--- config.mk ---
export PLATFORM = sky130hd
export DESIGN_NAME = logic_unit_pipe
export DESIGN_NICKNAME = d
export VERILOG_FILES = /design/src/rtl/alu_pkg.sv /design/src/rtl/logic_pipe_stage.sv /design/src/rtl/logic_unit_pipe.sv
export SDC_FILE = /design/constraint.sdc
export NUM_CORES = 1
export LEC_CHECK = 0
export BUFFER_PORTS_ARGS = -buffer_cell sky130_fd_sc_hd__buf_2
export CAP_MARGIN = 15
export CORE_MARGIN = 2
export CORE_UTILIZATION = 40
export DETAILED_ROUTE_END_ITERATION = 10
export PLACE_DENSITY_LB_ADDON = 0.25
export SLEW_MARGIN = 10
export SYNTH_ARGS = -nofsm -noshare
export SYNTH_HDL_FRONTEND = slang
export SYNTH_SLANG_ARGS = --single-unit
export TNS_END_PERCENT = 1
--- constraint.sdc ---
create_clock -name clk -period 2.55 [get_ports clk]
set_clock_uncertainty 0.15 [all_clocks]
set_input_delay 0.51 -clock clk [delete_from_list [all_inputs] [get_ports clk]]
set_output_delay 0.51 -clock clk [all_outputs]
set_load 0.01 [all_outputs]
--- src/rtl/alu_pkg.sv ---
// rtl/alu_pkg.sv - shared ALU op encodings for the logic unit
package alu_pkg;

    localparam int LOP_W = 3;

    localparam logic [LOP_W-1:0] LOP_AND   = 3'b000;
    localparam logic [LOP_W-1:0] LOP_OR    = 3'b001;
    localparam logic [LOP_W-1:0] LOP_XOR   = 3'b010;
    localparam logic [LOP_W-1:0] LOP_NOR   = 3'b011;
    localparam logic [LOP_W-1:0] LOP_XNOR  = 3'b100;
    localparam logic [LOP_W-1:0] LOP_NAND  = 3'b101;
    localparam logic [LOP_W-1:0] LOP_ANDN  = 3'b110;
    localparam logic [LOP_W-1:0] LOP_PASSA = 3'b111;

endpackage

--- src/rtl/logic_pipe_stage.sv ---
// rtl/logic_pipe_stage.sv - one valid+payload pipeline register
module logic_pipe_stage #(
    parameter int W = 38
) (
    input  logic         clk,
    input  logic         rst,
    input  logic         load,
    input  logic         vin,
    input  logic [W-1:0] din,
    output logic         vout,
    output logic [W-1:0] dout
);

    // Capture the upstream slot whenever the chain says this stage may move;
    // otherwise hold, so a stalled result stays stable on the outputs.
    always_ff @(posedge clk or posedge rst) begin
        if (rst) begin
            vout <= 1'b0;
            dout <= '0;
        end else if (load) begin
            vout <= vin;
            dout <= din;
        end
    end

endmodule

--- src/rtl/logic_unit_pipe.sv ---
// rtl/logic_unit_pipe.sv - pipelined bitwise logic unit with valid/ready flow control
module logic_unit_pipe
    import alu_pkg::*;
#(
    parameter int WIDTH  = 32,
    parameter int STAGES = 2,
    parameter int TAG_W  = 4
) (
    input  logic             clk,
    input  logic             rst,
    input  logic             in_valid,
    output logic             in_ready,
    input  logic [WIDTH-1:0] operand1,
    input  logic [WIDTH-1:0] operand2,
    input  logic [LOP_W-1:0] op,
    input  logic [TAG_W-1:0] in_tag,
    output logic             out_valid,
    input  logic             out_ready,
    output logic [WIDTH-1:0] result,
    output logic             zero,
    output logic             parity,
    output logic [TAG_W-1:0] out_tag
);

    // Payload layout: {tag, zero, parity, result}
    localparam int PW = WIDTH + TAG_W + 2;

    logic [WIDTH-1:0]  op_res;
    logic [PW-1:0]     stage_in;
    logic [STAGES-1:0] valid;
    logic [STAGES-1:0] adv;
    logic [PW-1:0]     payload [STAGES];

    // Op decode: the whole result is formed here so later stages only shift.
    always_comb begin
        op_res = '0;
        case (op)
            LOP_AND:   op_res = operand1 & operand2;
            LOP_OR:    op_res = operand1 | operand2;
            LOP_XOR:   op_res = operand1 ^ operand2;
            LOP_NOR:   op_res = ~(operand1 | operand2);
            LOP_XNOR:  op_res = ~(operand1 ^ operand2);
            LOP_NAND:  op_res = ~(operand1 & operand2);
            LOP_ANDN:  op_res = operand1 & ~operand2;
            LOP_PASSA: op_res = operand1;
            default:   op_res = '0;
        endcase
    end

    assign stage_in = {in_tag, ~(|op_res), ^op_res, op_res};

    // Advance chain: a stage moves if it is empty or its successor moves,
    // giving a bubble-free combinational ready path from out_ready back to in_ready.
    always_comb begin
        adv = '0;
        adv[STAGES-1] = !valid[STAGES-1] | out_ready;
        for (int k = STAGES - 2; k >= 0; k--) begin
            adv[k] = !valid[k] | adv[k+1];
        end
    end

    assign in_ready = adv[0];

    for (genvar k = 0; k < STAGES; k++) begin : g_stage
        logic          vin;
        logic [PW-1:0] din;

        if (k == 0) begin : g_first
            assign vin = in_valid;
            assign din = stage_in;
        end else begin : g_rest
            assign vin = valid[k-1];
            assign din = payload[k-1];
        end

        logic_pipe_stage #(
            .W(PW)
        ) u_stage (
            .clk  (clk),
            .rst  (rst),
            .load (adv[k]),
            .vin  (vin),
            .din  (din),
            .vout (valid[k]),
            .dout (payload[k])
        );
    end

    assign out_valid = valid[STAGES-1];
    assign result    = payload[STAGES-1][WIDTH-1:0];
    assign parity    = payload[STAGES-1][WIDTH];
    assign zero      = payload[STAGES-1][WIDTH+1];
    assign out_tag   = payload[STAGES-1][PW-1 -: TAG_W];

endmodule

==> results.toml, run 1 <==
[status]
status = "finished, violations left"
violations = "setup timing"

[clocking]
clk_latency_ns = 0.33
clockBufferDepth = 2
cts_tree = "done"
clock-sinks = 78
cts_buffers = 9
clock-root-buffer = "clkbuf_16"
clk_pin_slew_ns = 0.06
cts.htree.levels = 3

[sta]
final-setup-viol-count = 1
fmax_mhz = 377
relSlewSlack_pct = 53.9
period_needed_ns = 2.65
tightest_slew_ns = 0.692
hold_viol_final = 0
period_share_pct = 104
finalWorstSetupSlack_ns = -0.102
rsz0062_at_grt = "yes"
maxSlewViolCount = 0
finalSetupTns_ns = -0.102

[synth]
avgSynthCellArea_um2 = 9.68
yosysUniqueCellTypes = 53
synth-main-ff-cell = "dfrtp_1"
synth_edf_count = 0
synth_top_area_cell = "dfrtp_1"
yosysTopAreaCellShare_pct = 27.8
syn_inst = 726
ys_ff_latch = 78
synthTopCellsByArea = "dfrtp_1, ha_1, mux2_2, inv_1, nand2_1"
async_reset_ff_share_pct = 100
ys_warn_count = 0
syn-cell-area_mm2 = 0.00703
ys_seq_area_share_pct = 27.8
synth_fp_nets = 913

[setup_path]
critical_path_class = "primary input to register"
reg2reg_to = "g_stage[0].u_stage.dout[31]"
rr_startpoint = "g_stage[1].u_stage.vout"
reg2reg_slack_ns = 0.83
r2r_cells = 4
cp.required_ns = 2.61
critPathLaunchType = "primary input"
cp_max_fo = 8
cp.arrival_ns = 2.71
endpoint_kind = "register"

[pwr]
leakagePower_nw = 5.19
seqPwrFrac_pct = 31.2
p_int_mw = 3.45
power.switching_mw = 1.70
power.share.clock_pct = 22.7
combPwrFrac_pct = 46.1
vdd_drop_max_uv = 448
pwr_density_cell_mw_per_mm2 = 483
finalPower_mw = 5.15
switching_share_pct = 33.1

[placed_design]
placed_area_mm2 = 0.00933
pre_cts_slack_ns = -0.589
gp_congestion = 0.852
place_hpwl_um = 14800
portBuffers = 114

[cells_and_area]
layout_commonest_cell = "buf_4"
layout-drive-gt1-share_pct = 50.8
nets = 1235
area_delta_synth_final_pct = 51.9
postLayoutCellArea_mm2 = 0.0107
diodes = 0
final_cell_mix = "buf_4, buf_2, ha_1"
final_util_pct = 61.9

[global_route]
grt_max_degree = 71
overflow = 0
grt_pass1_wl_um = 31800
grt_pass1_vias = 6341
grt.total_usage_pct = 21.4
antenna_found_initial = 0

[floorplanning]
rows = 48
die_width_um = 137
die_area_mm2 = 0.0186
io_pins = 115
die_height_um = 137
start_util_pct = 40.8
coreArea_mm2 = 0.0172

[route]
avgViaCountPerCell = 5.00
post_drt_wl_per_cell_um = 15.3
drc = 0
initialDrtViolationCount = 327
dr.pass1.iters = 5
wirelength_um = 19600
vias = 6394
ant_nets = 0

[hold_path]
worstHoldPathType = "primary input to asynchronous set/reset pin"

[job]
maxCapViolCount = 0
how the worst max path moves through the flow:
stage | start | end | slack (ns) | cells past startpoint
after global routing | operand1[7] | g_stage[0].u_stage.dout[32] | -0.23 | 13
after floorplan | operand2[0] | g_stage[0].u_stage.dout[32] | -0.1 | 12
after global placement | op[1] | g_stage[0].u_stage.dout[32] | -0.58 | 11
after CTS | op[1] | g_stage[0].u_stage.dout[32] | -0.002 | 11
final | op[1] | g_stage[0].u_stage.dout[32] | -0.10 | 11
after detailed placement | op[1] | g_stage[0].u_stage.dout[32] | -0.59 | 11
sequential cells by signal, summed over array words and instances, names as in the netlist:
name	count
g_stage.u_stage.dout	76
g_stage.u_stage.vout	2
metrics by stage:
| stage | cells | hold WS, ns |
|---|---|---|
| after detailed placement | 1224 | 0.305 |
| after floorplan | 726 | 0.280 |
| final | 1278 | 0.0482 |
| after CTS | 1268 | 0.0559 |
| after global routing | 1278 | 0.0839 |
| after global placement | 1224 | 0.287 |
Yosys cell counts (2+ instances only):
cell type / number
buf_6: 9
a211o_1: 3
nor3_1: 12
buf_2: 21
mux2i_1: 20
a22oi_1: 5
o221ai_2: 13
dfrtp_1: 78
a21oi_2: 13
xor2_1: 9
a31oi_1: 3
xnor2_1: 19
a22oi_2: 2
nor2b_1: 11
a32oi_1: 4
nand2_1: 61
ha_1: 112
nand2b_1: 10
clkbuf_1: 8
and3b_1: 2
o22ai_1: 11
inv_1: 65
buf_8: 2
mux2_2: 38
a2111oi_4: 6
o221ai_1: 11
a2bb2oi_1: 7
or2_1: 2
buf_4: 7
o2bb2ai_1: 21
o21ai_0: 3
o21ai_2: 5
nand4_1: 5
o21ai_1: 38
a21o_1: 7
or3_1: 3
a21oi_1: 26
nor2_1: 37
o22ai_2: 3
cells by family (layout without fill, tap and decap cells):
group | Yosys count | count (layout) | share of synthesized area [%]
compound gates | 185 | 185 | 21.9
simple gates | 150 | 150 | 9.74
buf+inv | 115 | 442 | 8.21
fa+ha+maj | 112 | 112 | 19.9
flops | 78 | 78 | 27.8
mux | 58 | 58 | 8.94
xor+xnor | 28 | 28 | 3.49
critical path, stage by stage:
cell     delay [ns]
buf_12         0.11
buf_12         0.13
or3_4          0.44
buf_6          0.16
o22ai_4        0.21
ha_1           0.29
xor2_1         0.29
xnor2_2        0.17
xnor2_1        0.16
xnor2_1        0.15
a21oi_1        0.08
power by group through the flow:
stage,clock network (mW),logic [mW],registers [mW]
2_1_floorplan,0,1.16,1.66
3_3_place_gp,0,1.97,1.62
3_5_place_dp,0,2.01,1.63
4_1_cts,1.19,2.24,1.61
5_1_grt,1.23,2.59,1.64
6_report,1.17,2.38,1.61
area by class of cell:
class / instances / area (um2)
Clock buffer: 11 / 243
Clock inverter: 5 / 35.0
Fill cell: 1419 / 6570
Inverter: 68 / 277
Multi-Input combinational cell: 533 / 5100
Sequential cell: 78 / 1950
Tap cell: 225 / 282
Timing Repair Buffer: 358 / 2780
repair_timing:
item | 4_1_cts | 5_1_grt
setup buffers | 23 | 10
hold buffers | 0 | 0
gates resized for setup | 93 | 35
endpoints found under the setup margin | 2 | 2
pin swaps | 61 | 31
gates cloned | 6 | 0
metal layers:
metal	part of all wire (%)	global-route usage, %	up-vias
li1	-	-	3198
met1	45	28.9	3009
met2	49	36.4	159
met3	4.0	2.04	28
met4	1.9	5.96	0
met5	0	0	-
Power figures use the tool's default switching activity.
==> run 2, diff against run 1 <==
CORE_MARGIN = unset   (was 2)
==> run 2 against run 1 <==
The flow still finishes with violations (setup timing); worst hold slack improved by 0.0033 ns; critical endpoint unchanged; via count down 1.6%; total power is 4.2% lower.
==> results.toml, run 2 (same netlist as run 1, synthesis figures left out) <==
[hold_path]
worstHoldPathType = "primary input to asynchronous set/reset pin"

[sta]
final-setup-viol-count = 1
finalSetupTns_ns = -0.0125
fmax_mhz = 390
finalWorstSetupSlack_ns = -0.0125
hold_viol_final = 0
fin_hold_ws_ns = 0.0515
maxSlewViolCount = 0
tightest_slew_ns = 0.685
relSlewSlack_pct = 54.3
rsz0062_at_grt = "yes"
period_needed_ns = 2.56
period_share_pct = 100

[clocking]
clk_pin_slew_ns = 0.06
clock-root-buffer = "clkbuf_16"
cts_tree = "done"
clk_latency_ns = 0.33
clockBufferDepth = 2
clock-sinks = 78
cts.htree.levels = 3
cts_buffers = 9

[setup_path]
max_stage_delay_ns = 0.36
endpoint_kind = "register"
cp_common_cell = "xnor2_1"
cp_max_fo = 2
reg2reg_slack_ns = 0.88
critPathLaunchType = "primary input"
crit_slowest_cell = "or3_1"
critical_path_class = "primary input to register"
worstPathCellList = "buf_6, inv_4, ha_4, or3_1, o21ai_1, a211o_1, o221ai_2, ha_1, xnor2_1, xnor2_1, xnor2_1, xnor2_1, a21oi_1"
cp.arrival_ns = 2.62
cp.required_ns = 2.61

[status]
status = "finished, violations left"
violations = "setup timing"

[placed_design]
post-place-cells = 1236
place_hpwl_um = 14200
gp_congestion = 0.847
portBuffers = 114
placed_area_mm2 = 0.00940

[pwr]
finalPower_mw = 4.93
vdd_drop_max_uv = 398
leakagePower_nw = 5.03
pwr_density_cell_mw_per_mm2 = 487

[route]
post_drt_wl_per_cell_um = 14.1
avgViaCountPerCell = 4.96
drc = 0
vias = 6293
initialDrtViolationCount = 260
dr.pass1.iters = 5
ant_nets = 0
wirelength_um = 17900

[floorplanning]
coreArea_mm2 = 0.0172
die_height_um = 135
die_width_um = 135
die_area_mm2 = 0.0181
start_util_pct = 40.8
rows = 48
io_pins = 115

[global_route]
grt_max_degree = 71
grt.total_usage_pct = 20.0
grt_pass1_wl_um = 28700
antenna_found_initial = 0
overflow = 0
grt_pass1_vias = 6003

[cells_and_area]
regMostFlops = "g_stage.u_stage.dout"
layout-drive-gt1-share_pct = 47.6
reg_top3 = "g_stage.u_stage.dout (76), g_stage.u_stage.vout (2)"
fin_cells = 1269
multi_input_comb_area_mm2 = 0.00479
postLayoutCellArea_mm2 = 0.0101
ff_latch_area_mm2 = 0.00195
final_cell_mix = "buf_4, buf_2, ha_1"
nets = 1226
largest_register_ffs = 76
diodes = 0
area_delta_synth_final_pct = 44.3
layout_commonest_cell = "buf_4"
fillers = 1524

[job]
maxCapViolCount = 0
## run 2: final cells by class
cell class	count	area share, %
sequential	78	19.3
clock inverter	6	0.370
inverter	68	2.78
clock buffer	10	2.36
multi-input combinational	533	47.3
tap	225	2.78
timing repair buffer	349	25.2
## run 2: routing by layer
layer / wire [um] / track usage, % / vias to the layer above
li1: - / - / 3193
met1: 8700 / 27.7 / 2936
met2: 8270 / 32.5 / 142
met3: 611 / 2.25 / 22
met4: 286 / 6.62 / 0
met5: 0 / 0 / -
## run 2: metrics by stage
step           setup slack [ns]  utilization (%)
3_5_place_dp             -0.467             54.5
5_1_grt                  -0.143             58.8
2_1_floorplan           -0.0997                -
6_report                -0.0125             58.8
3_3_place_gp             -0.452             54.5
4_1_cts                0.000366             56.7
## run 2: worst paths after layout
path,from,to,cells past startpoint
min in group clk,in_valid,g_stage[0].u_stage.vout,2
hold reg to reg,g_stage[0].u_stage.vout,g_stage[1].u_stage.vout,1
setup / recovery,operand1[20],g_stage[0].u_stage.dout[32],13
setup reg to reg,g_stage[1].u_stage.vout,g_stage[0].u_stage.dout[33],4
hold / removal,rst,g_stage[1].u_stage.dout[34],2
max in group asynchronous,rst,g_stage[0].u_stage.dout[13],3
## run 2: what timing repair did
item / CTS / global route
pin swaps: 24 / 42
endpoints found under the hold margin: 0 / 0
hold buffers: 0 / 0
gates cloned: 0 / 2
resized for setup: 16 / 60
buffers inserted: 4 / 11
setup endpoints to repair: 2 / 2
## run 2: where the power goes
| group | internal [mW] | switching, mW |
|---|---|---|
| Combinational | 1.18 | 0.998 |
| Clock | 0.679 | 0.472 |
| Sequential | 1.48 | 0.124 |
| Total | 3.34 | 1.59 |
## run 2: critical path: cells and delay by family
kind	cells	cell delay [ns]
compound gates	4	0.40
buf+inv	2	0.17
fa+ha+maj	2	0.54
simple gates	1	0.36
xor+xnor	4	0.64
==> run 3, diff against run 2 <==
SKIP_CTS_REPAIR_TIMING = 1   (was unset)
==> run 3 against run 2 <==
Wire length decreased by 1.0%; first-iteration DRC count decreased by 0.38%; combinational power about the same; sequential power about the same; largest power group unchanged; die area unchanged; the flow still finishes with violations (setup timing); via count decreased by 0.44%; highest routed layer unchanged; sequential share of layout area about the same; critical path depth unchanged; critical endpoint unchanged.
==> results.toml, run 3 (same netlist as run 1, synthesis figures left out) <==
[status]
status = "finished, violations left"
violations = "setup timing"

[pwr]
vdd_drop_max_uv = 396
pwr_density_cell_mw_per_mm2 = 486
leakagePower_nw = 5.04

[setup_path]
cp.required_ns = 2.61
critPathLaunchType = "primary input"
endpoint_kind = "register"
cp.arrival_ns = 2.63
critical_path_class = "primary input to register"
r2r_cells = 4
cp_max_fo = 3
startpoint = "operand1[13]"
rr_startpoint = "g_stage[1].u_stage.vout"

[placed_design]
place_hpwl_um = 14200
portBuffers = 114
post-place-cells = 1236
gp_congestion = 0.847

[global_route]
grt_pass1_wl_um = 28700
grt_pass1_vias = 5955
top_usage_layer = "met2"
grt.total_usage_pct = 19.9
overflow = 0
antenna_found_initial = 0
met3_usage_pct = 2.48
met1_usage_pct = 27.7
grt_max_degree = 71
grt.met2_usage_pct = 32.0

[sta]
rsz0062_at_grt = "yes"
maxSlewViolCount = 0
final-setup-viol-count = 1
hold_viol_final = 0
fmax_mhz = 389
tightest_slew_ns = 0.669
relSlewSlack_pct = 55.4
period_needed_ns = 2.57
finalWorstSetupSlack_ns = -0.0189
period_share_pct = 101

[job]
maxCapViolCount = 0

[cells_and_area]
largest_register_ffs = 76
nets = 1228
final_cell_mix = "buf_4, buf_2, ha_1"
fillers = 1527
fin_cells = 1271
reg_top3 = "g_stage.u_stage.dout (76), g_stage.u_stage.vout (2)"
layout-drive-gt1-share_pct = 48.3
area_delta_synth_final_pct = 44.5
regMostFlops = "g_stage.u_stage.dout"
diodes = 0
layout_commonest_cell = "buf_4"
final_util_pct = 58.9

[route]
drc = 0
wirelength_um = 17700
post_drt_wl_per_cell_um = 13.9
vias = 6265
dr.pass1.iters = 4
ant_nets = 0
avgViaCountPerCell = 4.93
initialDrtViolationCount = 259

[floorplanning]
start_util_pct = 40.8
die_area_mm2 = 0.0181
rows = 48
io_pins = 115
die_width_um = 135
die_height_um = 135
coreArea_mm2 = 0.0172

[clocking]
cts_tree = "done"
clock-root-buffer = "clkbuf_16"
clock-sinks = 78
clockBufferDepth = 2
clk_pin_slew_ns = 0.05
cts.htree.levels = 3
cts_buffers = 9
clk_latency_ns = 0.33

[hold_path]
worstHoldPathType = "primary input to asynchronous set/reset pin"
## run 3: cell count changes in the layout (fill, tap and decap cells not counted), moves of 2 or more
cell       before  now
buf_4         225  227
ha_1           99  101
ha_4           13   11
inv_1          56   54
inv_2           1    5
inv_4           9    6
o2bb2ai_1      17   15
o2bb2ai_2       4    6
## run 3: per-stage QoR
stage | hold slack, ns | setup TNS [ns] | power, mW | instance area, um2 | setup WS, ns
2_1_floorplan | 0.280 | -0.0997 | 2.82 | 7100 | -0.0997
3_3_place_gp | 0.291 | -0.774 | 3.60 | 9400 | -0.452
3_5_place_dp | 0.310 | -0.862 | 3.64 | 9400 | -0.467
4_1_cts | 0.0498 | -0.151 | 4.81 | 9670 | -0.111
5_1_grt | 0.0751 | -0.171 | 5.26 | 10100 | -0.143
6_report | 0.0517 | -0.0189 | 4.93 | 10100 | -0.0189
## run 3: critical path, stage by stage
cell       delay, ns
buf_4           0.10
inv_2           0.04
ha_4            0.28
mux2i_2         0.25
nor2_2          0.08
a2111oi_4       0.22
a21oi_2         0.10
ha_1            0.32
xnor2_1         0.20
xnor2_1         0.16
xnor2_1         0.16
xnor2_1         0.14
a21oi_1         0.08
## run 3: cell type report
cell class	count	area [um2]	share of cell area [%]
multi-input cells	533	4790	47.2
well taps	225	282	2.77
flip-flops and latches	78	1950	19.2
inverters	68	279	2.75
clock buffers	10	239	2.35
repair buffers	351	2570	25.3
clock inverters	6	37.5	0.370
## run 3: report_power, final
part | switching [mW] | total [mW] | internal (mW) | leakage, nW
registers | 0.124 | 1.60 | 1.48 | 0.943
logic | 0.993 | 2.17 | 1.18 | 3.97
clock network | 0.471 | 1.15 | 0.678 | 0.130
## run 3: path summary, 6_finish.rpt
path	end	slack (ns)
setup / recovery	g_stage[0].u_stage.dout[32]	-0.02
hold / removal	g_stage[1].u_stage.dout[34]	0.05
setup reg to reg	g_stage[0].u_stage.dout[23]	0.91
hold reg to reg	g_stage[1].u_stage.vout	0.31
max in group asynchronous	g_stage[0].u_stage.dout[13]	1.57
min in group clk	g_stage[0].u_stage.vout	0.23
## run 3: per-layer routing
layer	vias up	share of wire, %
li1	3195	-
met1	2922	48
met2	126	47
met3	22	3.3
met4	0	1.7
met5	-	0
